--- config.mk ---
export PLATFORM = sky130hd
export DESIGN_NAME = multi_cycle_ctrl
export DESIGN_NICKNAME = d
export VERILOG_FILES = /design/src/rtl/multi_cycle_ctrl.sv
export SDC_FILE = /design/constraint.sdc
export NUM_CORES = 1
export LEC_CHECK = 0
export BUFFER_PORTS_ARGS = -buffer_cell sky130_fd_sc_hd__buf_4
export CAP_MARGIN = 20
export CORE_AREA = 4 4 41 43
export CTS_CLUSTER_SIZE = 24
export DETAILED_ROUTE_END_ITERATION = 7
export DIE_AREA = 0 0 45 47
export HOLD_SLACK_MARGIN = 0.05
export PLACE_DENSITY_LB_ADDON = 0.05
export SYNTH_ARGS = -nofsm -noshare
export SYNTH_HDL_FRONTEND = slang
export SYNTH_SLANG_ARGS = --single-unit
--- constraint.sdc ---
create_clock -name clk -period 2.4 [get_ports clk]
set_input_delay 0.48 -clock clk [delete_from_list [all_inputs] [get_ports clk]]
set_output_delay 0.48 -clock clk [all_outputs]
set_load 0.05 [all_outputs]
--- src/rtl/multi_cycle_ctrl.sv ---
// Main control FSM for the multi-cycle CPU: steps each instruction through
// fetch/decode/execute/memory/writeback and drives every datapath select and strobe.
module multi_cycle_ctrl #(
    parameter logic [5:0] OP_RTYPE = 6'b000000,
    parameter logic [5:0] OP_LW    = 6'b100011,
    parameter logic [5:0] OP_SW    = 6'b101011,
    parameter logic [5:0] OP_BEQ   = 6'b000100,
    parameter logic [5:0] OP_J     = 6'b000010,
    parameter logic [5:0] OP_ADDI  = 6'b001000
) (
    input  logic       clk,
    input  logic       rst_n,
    input  logic [5:0] opcode,
    input  logic       zero,
    input  logic       mem_ack,
    output logic       mem_req,
    output logic       mem_read,
    output logic       mem_write,
    output logic       i_or_d,
    output logic       ir_write,
    output logic       pc_write,
    output logic       pc_write_cond,
    output logic [1:0] pc_source,
    output logic       alu_src_a,
    output logic [1:0] alu_src_b,
    output logic [1:0] alu_op,
    output logic       reg_dst,
    output logic       mem_to_reg,
    output logic       reg_write,
    output logic       illegal_op,
    output logic [3:0] state
);

    typedef enum logic [3:0] {
        S_IF   = 4'd0,
        S_ID   = 4'd1,
        S_MADR = 4'd2,
        S_MRD  = 4'd3,
        S_MWB  = 4'd4,
        S_MWR  = 4'd5,
        S_EXR  = 4'd6,
        S_RWB  = 4'd7,
        S_BR   = 4'd8,
        S_JMP  = 4'd9,
        S_AEX  = 4'd10,
        S_AWB  = 4'd11
    } state_t;

    state_t cur;
    logic   op_known;

    // zero is consumed by the datapath through pc_write_cond, not by the FSM.
    logic unused_zero;
    assign unused_zero = zero;

    assign state = cur;

    assign op_known = (opcode == OP_RTYPE) || (opcode == OP_LW) || (opcode == OP_SW) ||
                      (opcode == OP_BEQ) || (opcode == OP_J) || (opcode == OP_ADDI);

    always_ff @(posedge clk) begin
        if (!rst_n) begin
            cur <= S_IF;
        end else begin
            case (cur)
                S_IF:   cur <= mem_ack ? S_ID : S_IF;
                S_ID: begin
                    if (opcode == OP_LW || opcode == OP_SW) cur <= S_MADR;
                    else if (opcode == OP_RTYPE)            cur <= S_EXR;
                    else if (opcode == OP_BEQ)              cur <= S_BR;
                    else if (opcode == OP_J)                cur <= S_JMP;
                    else if (opcode == OP_ADDI)             cur <= S_AEX;
                    else                                    cur <= S_IF;
                end
                S_MADR: begin
                    if (opcode == OP_LW)      cur <= S_MRD;
                    else if (opcode == OP_SW) cur <= S_MWR;
                    else                      cur <= S_IF;
                end
                S_MRD:  cur <= mem_ack ? S_MWB : S_MRD;
                S_MWB:  cur <= S_IF;
                S_MWR:  cur <= mem_ack ? S_IF : S_MWR;
                S_EXR:  cur <= S_RWB;
                S_RWB:  cur <= S_IF;
                S_BR:   cur <= S_IF;
                S_JMP:  cur <= S_IF;
                S_AEX:  cur <= S_AWB;
                S_AWB:  cur <= S_IF;
                default: cur <= S_IF;
            endcase
        end
    end

    // Moore decode of the state register; reset low forces every output to 0.
    always_comb begin
        mem_req       = 1'b0;
        mem_read      = 1'b0;
        mem_write     = 1'b0;
        i_or_d        = 1'b0;
        ir_write      = 1'b0;
        pc_write      = 1'b0;
        pc_write_cond = 1'b0;
        pc_source     = 2'b00;
        alu_src_a     = 1'b0;
        alu_src_b     = 2'b00;
        alu_op        = 2'b00;
        reg_dst       = 1'b0;
        mem_to_reg    = 1'b0;
        reg_write     = 1'b0;
        illegal_op    = 1'b0;
        if (rst_n) begin
            case (cur)
                S_IF: begin
                    mem_req   = 1'b1;
                    mem_read  = 1'b1;
                    alu_src_b = 2'b01;
                    ir_write  = mem_ack;
                    pc_write  = mem_ack;
                end
                S_ID: begin
                    alu_src_b  = 2'b11;
                    illegal_op = ~op_known;
                end
                S_MADR: begin
                    alu_src_a = 1'b1;
                    alu_src_b = 2'b10;
                end
                S_MRD: begin
                    mem_req  = 1'b1;
                    mem_read = 1'b1;
                    i_or_d   = 1'b1;
                end
                S_MWB: begin
                    mem_to_reg = 1'b1;
                    reg_write  = 1'b1;
                end
                S_MWR: begin
                    mem_req   = 1'b1;
                    mem_write = 1'b1;
                    i_or_d    = 1'b1;
                end
                S_EXR: begin
                    alu_src_a = 1'b1;
                    alu_op    = 2'b10;
                end
                S_RWB: begin
                    reg_dst   = 1'b1;
                    reg_write = 1'b1;
                end
                S_BR: begin
                    alu_src_a     = 1'b1;
                    alu_op        = 2'b01;
                    pc_source     = 2'b01;
                    pc_write_cond = 1'b1;
                end
                S_JMP: begin
                    pc_source = 2'b10;
                    pc_write  = 1'b1;
                end
                S_AEX: begin
                    alu_src_a = 1'b1;
                    alu_src_b = 2'b10;
                end
                S_AWB: begin
                    reg_write = 1'b1;
                end
                default: ;
            endcase
        end
    end

endmodule

==> metrics.log <==
INFO  metric run_status = finished clean
INFO  metric total_power = 256.6 uW
INFO  metric floorplan.rows = 13
INFO  metric pre_cts_ws = 0.3766 ns
INFO  metric yosys_warnings = 0
INFO  metric timing.final.setup_violations = 0
INFO  metric post_route_cells_drive_above_1_share = 39.66%
INFO  metric routed.top_layer = met4
INFO  metric top_level_ports = 32
INFO  metric layout.cells.non_filler = 131
INFO  metric timing.max_slew.rel_slack = 66.05%
INFO  metric count_of_cells_resized_by_post_cts_repair = 0
INFO  metric routed_via_count = 698
INFO  metric synth-compound-area-share = 25.73%
INFO  metric number_of_failing_hold_endpoints_at_the_final_stage = 0
INFO  metric p_leak = 0.0003731 uW
INFO  metric final.setup.worst_slack = 0.2172 ns
INFO  metric antenna_violating_nets_post_route = 0
INFO  metric synth_cell_types = 33
INFO  metric met2_wirelength = 797 um
INFO  metric post_synth_xor_area_fraction = 3.160%
INFO  metric fin_setup_tns = 0 ns
INFO  metric setup.worst_path.start_class = flip-flop
INFO  metric netlist_instances = 86
INFO  metric cts.sinks = 4
INFO  metric die_w = 45 um
INFO  metric final_net_count = 128
INFO  metric timing.clock.skew = 0.003250 ns
INFO  metric synthMuxAreaShare = 0%
INFO  metric gp_congestion = 0.7953
INFO  metric min_period = 2.183 ns
INFO  metric detail_route.iter0.violations = 12
INFO  metric synth.avg_cell_area = 6.445 um^2
INFO  metric post_dr_vias_cell = 5.328
INFO  metric timing_worst_setup_path_type = reg -> out
INFO  metric fp.dieH = 47 um
INFO  metric largest_net_degree_at_the_start_of_global_routing = 16
INFO  metric placeableCoreArea = 0.001301 mm^2
INFO  metric floorplan.initialDensity = 42.60%
INFO  metric grt_util_all_layers = 17.38%
INFO  metric drv_slew = 0
INFO  metric grt_pass1_wl = 2746 um
INFO  metric clk-insertion-delay-late = 0.24 ns
INFO  metric numCtsBuffers = 3
INFO  metric peak_supply_drop = 0.0002400 V
INFO  metric clkSlewWorstSetupHoldPaths = 0.04 ns
INFO  metric postPlaceCellArea = 810.8 um^2
INFO  metric seq_area_frac_synth = 14.45%
INFO  metric routedLengthMet1 = 677 um
INFO  metric synth_adder_area_share = 0%
INFO  metric place_hpwl = 1265 um
INFO  metric clock_path_buffers = 2
INFO  metric dr_wl_met3 = 90 um
INFO  metric placedCellCount = 128
INFO  metric yosys_register_bits = 4
INFO  metric timing.critical_path.fanout_max = 15
INFO  metric cts-htree-levels = 1
INFO  metric dieArea = 0.002115 mm^2
INFO  metric synthesis.area = 554.3 um^2
INFO  metric drc_errors = 0
INFO  metric io_buffer_count = 30
INFO  metric post_synth_and_or_nand_nor_area_fraction = 48.31%
INFO  metric largest_reg_flops = 4
INFO  metric vias_in_the_first_global_route = 625
INFO  metric grt_setup_unrepaired = no
INFO  metric cap_viol_max_count = 0
INFO  metric totalWireLength = 1580 um
INFO  metric stdcell_area = 833.3 um^2
INFO  metric power_per_cell_area = 307.9 mW/mm^2
INFO  metric dominant_combinational_cell_family_by_area_after_synthesis = simple AND/OR/NAND/NOR gates
INFO  metric area_growth = 50.34%
INFO  metric net_count_after_synthesis = 96
INFO  metric hold_class = in -> reg
INFO  metric detailedRoute.firstPassIterationCount = 3
INFO  metric end_kind = output port
INFO  metric tightest_slew = 0.5085 ns
INFO  metric min_period_over_period = 90.95%
INFO  metric worst-endpoint-required = 1.92 ns
INFO  metric antenna_cells = 0
INFO  metric antenna_violations_before_repair = 0
INFO  metric cts_tree = yes
INFO  metric worst_ep_arrival_time = 1.70 ns
INFO  metric routedWlPerCell = 12.06 um
INFO  metric cts_root_buffer = clkbuf_4
INFO  metric highest_achievable_clock_rate = 0.4581 GHz
INFO  metric post_cts_hold_buffer_count = 0
INFO  metric postCtsSetupRepairBufs = 0
INFO  metric globalRouteOverflowTotal = 0
through the flow:
| stage | hold slack, ns | util [%] |
|---|---|---|
| 3_3_place_gp | 0.6079 | 62.31 |
| 6_report | 0.5828 | 64.04 |
| 5_1_grt | 0.6163 | 64.04 |
| 3_5_place_dp | 0.6087 | 62.31 |
| 4_1_cts | 0.5829 | 64.04 |
| 2_1_floorplan | 0.6477 | - |
synth_stat cells:
| cell | n | area share, % |
|---|---|---|
| a32oi_1 | 1 | 1.6 |
| or3b_1 | 2 | 3.2 |
| o21ai_0 | 2 | 1.8 |
| dfxtp_1 | 4 | 14 |
| or4_4 | 1 | 2.0 |
| xor2_1 | 2 | 3.2 |
| nand2b_1 | 7 | 7.9 |
| o211ai_1 | 1 | 1.4 |
| nor2b_1 | 1 | 1.1 |
| buf_2 | 4 | 3.6 |
| inv_1 | 2 | 1.4 |
| o31ai_1 | 1 | 1.4 |
| buf_4 | 2 | 2.7 |
| nand3_1 | 2 | 1.8 |
| and4_1 | 1 | 1.6 |
| nand3b_1 | 1 | 1.4 |
| nor2_4 | 1 | 2.0 |
| nor2_1 | 11 | 7.4 |
| inv_2 | 1 | 0.68 |
| nand2_1 | 6 | 4.1 |
| o21ai_1 | 3 | 2.7 |
| nor3b_1 | 3 | 4.1 |
| a21boi_0 | 1 | 1.4 |
| o22ai_1 | 3 | 3.4 |
| a31oi_1 | 2 | 2.3 |
| o21a_1 | 1 | 1.4 |
| nor3_2 | 1 | 1.8 |
| a22oi_1 | 1 | 1.4 |
| nor2_2 | 1 | 1.1 |
| or3_1 | 2 | 2.3 |
| a21oi_1 | 8 | 7.2 |
| and2_1 | 1 | 1.1 |
| nor3_1 | 6 | 5.4 |
where the power goes:
part	switching [uW]	internal, uW
clock	31.0	56.2
combinational	62.1	35.7
sequential	3.52	68.1
cell type report:
cell class	instances	area (um^2)
Fill cell	139	467.9
Multi-Input combinational cell	73	452.9
Timing Repair Buffer	33	247.7
Sequential cell	4	80.08
Clock buffer	3	22.52
Tap cell	15	18.77
Inverter	3	11.26
worst max-delay path, stage by stage, from the launching register on:
cell,delay [ns]
dfxtp_1,0.63
nand2b_1,0.23
nand2_1,0.16
o22ai_1,0.09
and2_1,0.16
buf_4,0.18
cell families (layout without fill, tap and decap cells):
group	Yosys count	after routing
buffers and inverters	9	39
flip-flops	4	4
XOR/XNOR	2	2
AO/OA/AOI/OAI	24	24
AND/OR/NAND/NOR	47	47
worst paths after layout:
check            start         to  slack [ns]  cells after the start
max           state[1]  reg_write        0.22                      5
min          opcode[3]   state[2]        0.58                      3
max reg2reg   state[0]   state[3]        0.90                      5
min reg2reg   state[3]   state[3]        0.62                      2
layout by cell type (no fill, tap or decap), types with 3 or more instances in the layout:
master,netlist,layout
buf_4,2,33
nor2_1,11,11
a21oi_1,8,8
nand2b_1,7,7
nand2_1,6,6
nor3_2,1,5
dfxtp_1,4,4
o22ai_1,3,3
o21ai_1,3,3
clkbuf_4,0,3
routing by layer:
layer  vias up  GRT usage [%]
met4         0          7.018
met2        17          28.25
met3         2          2.682
met1       310          22.95
met5         -              0
li1        369              -
(Power assumes the default switching activity.)
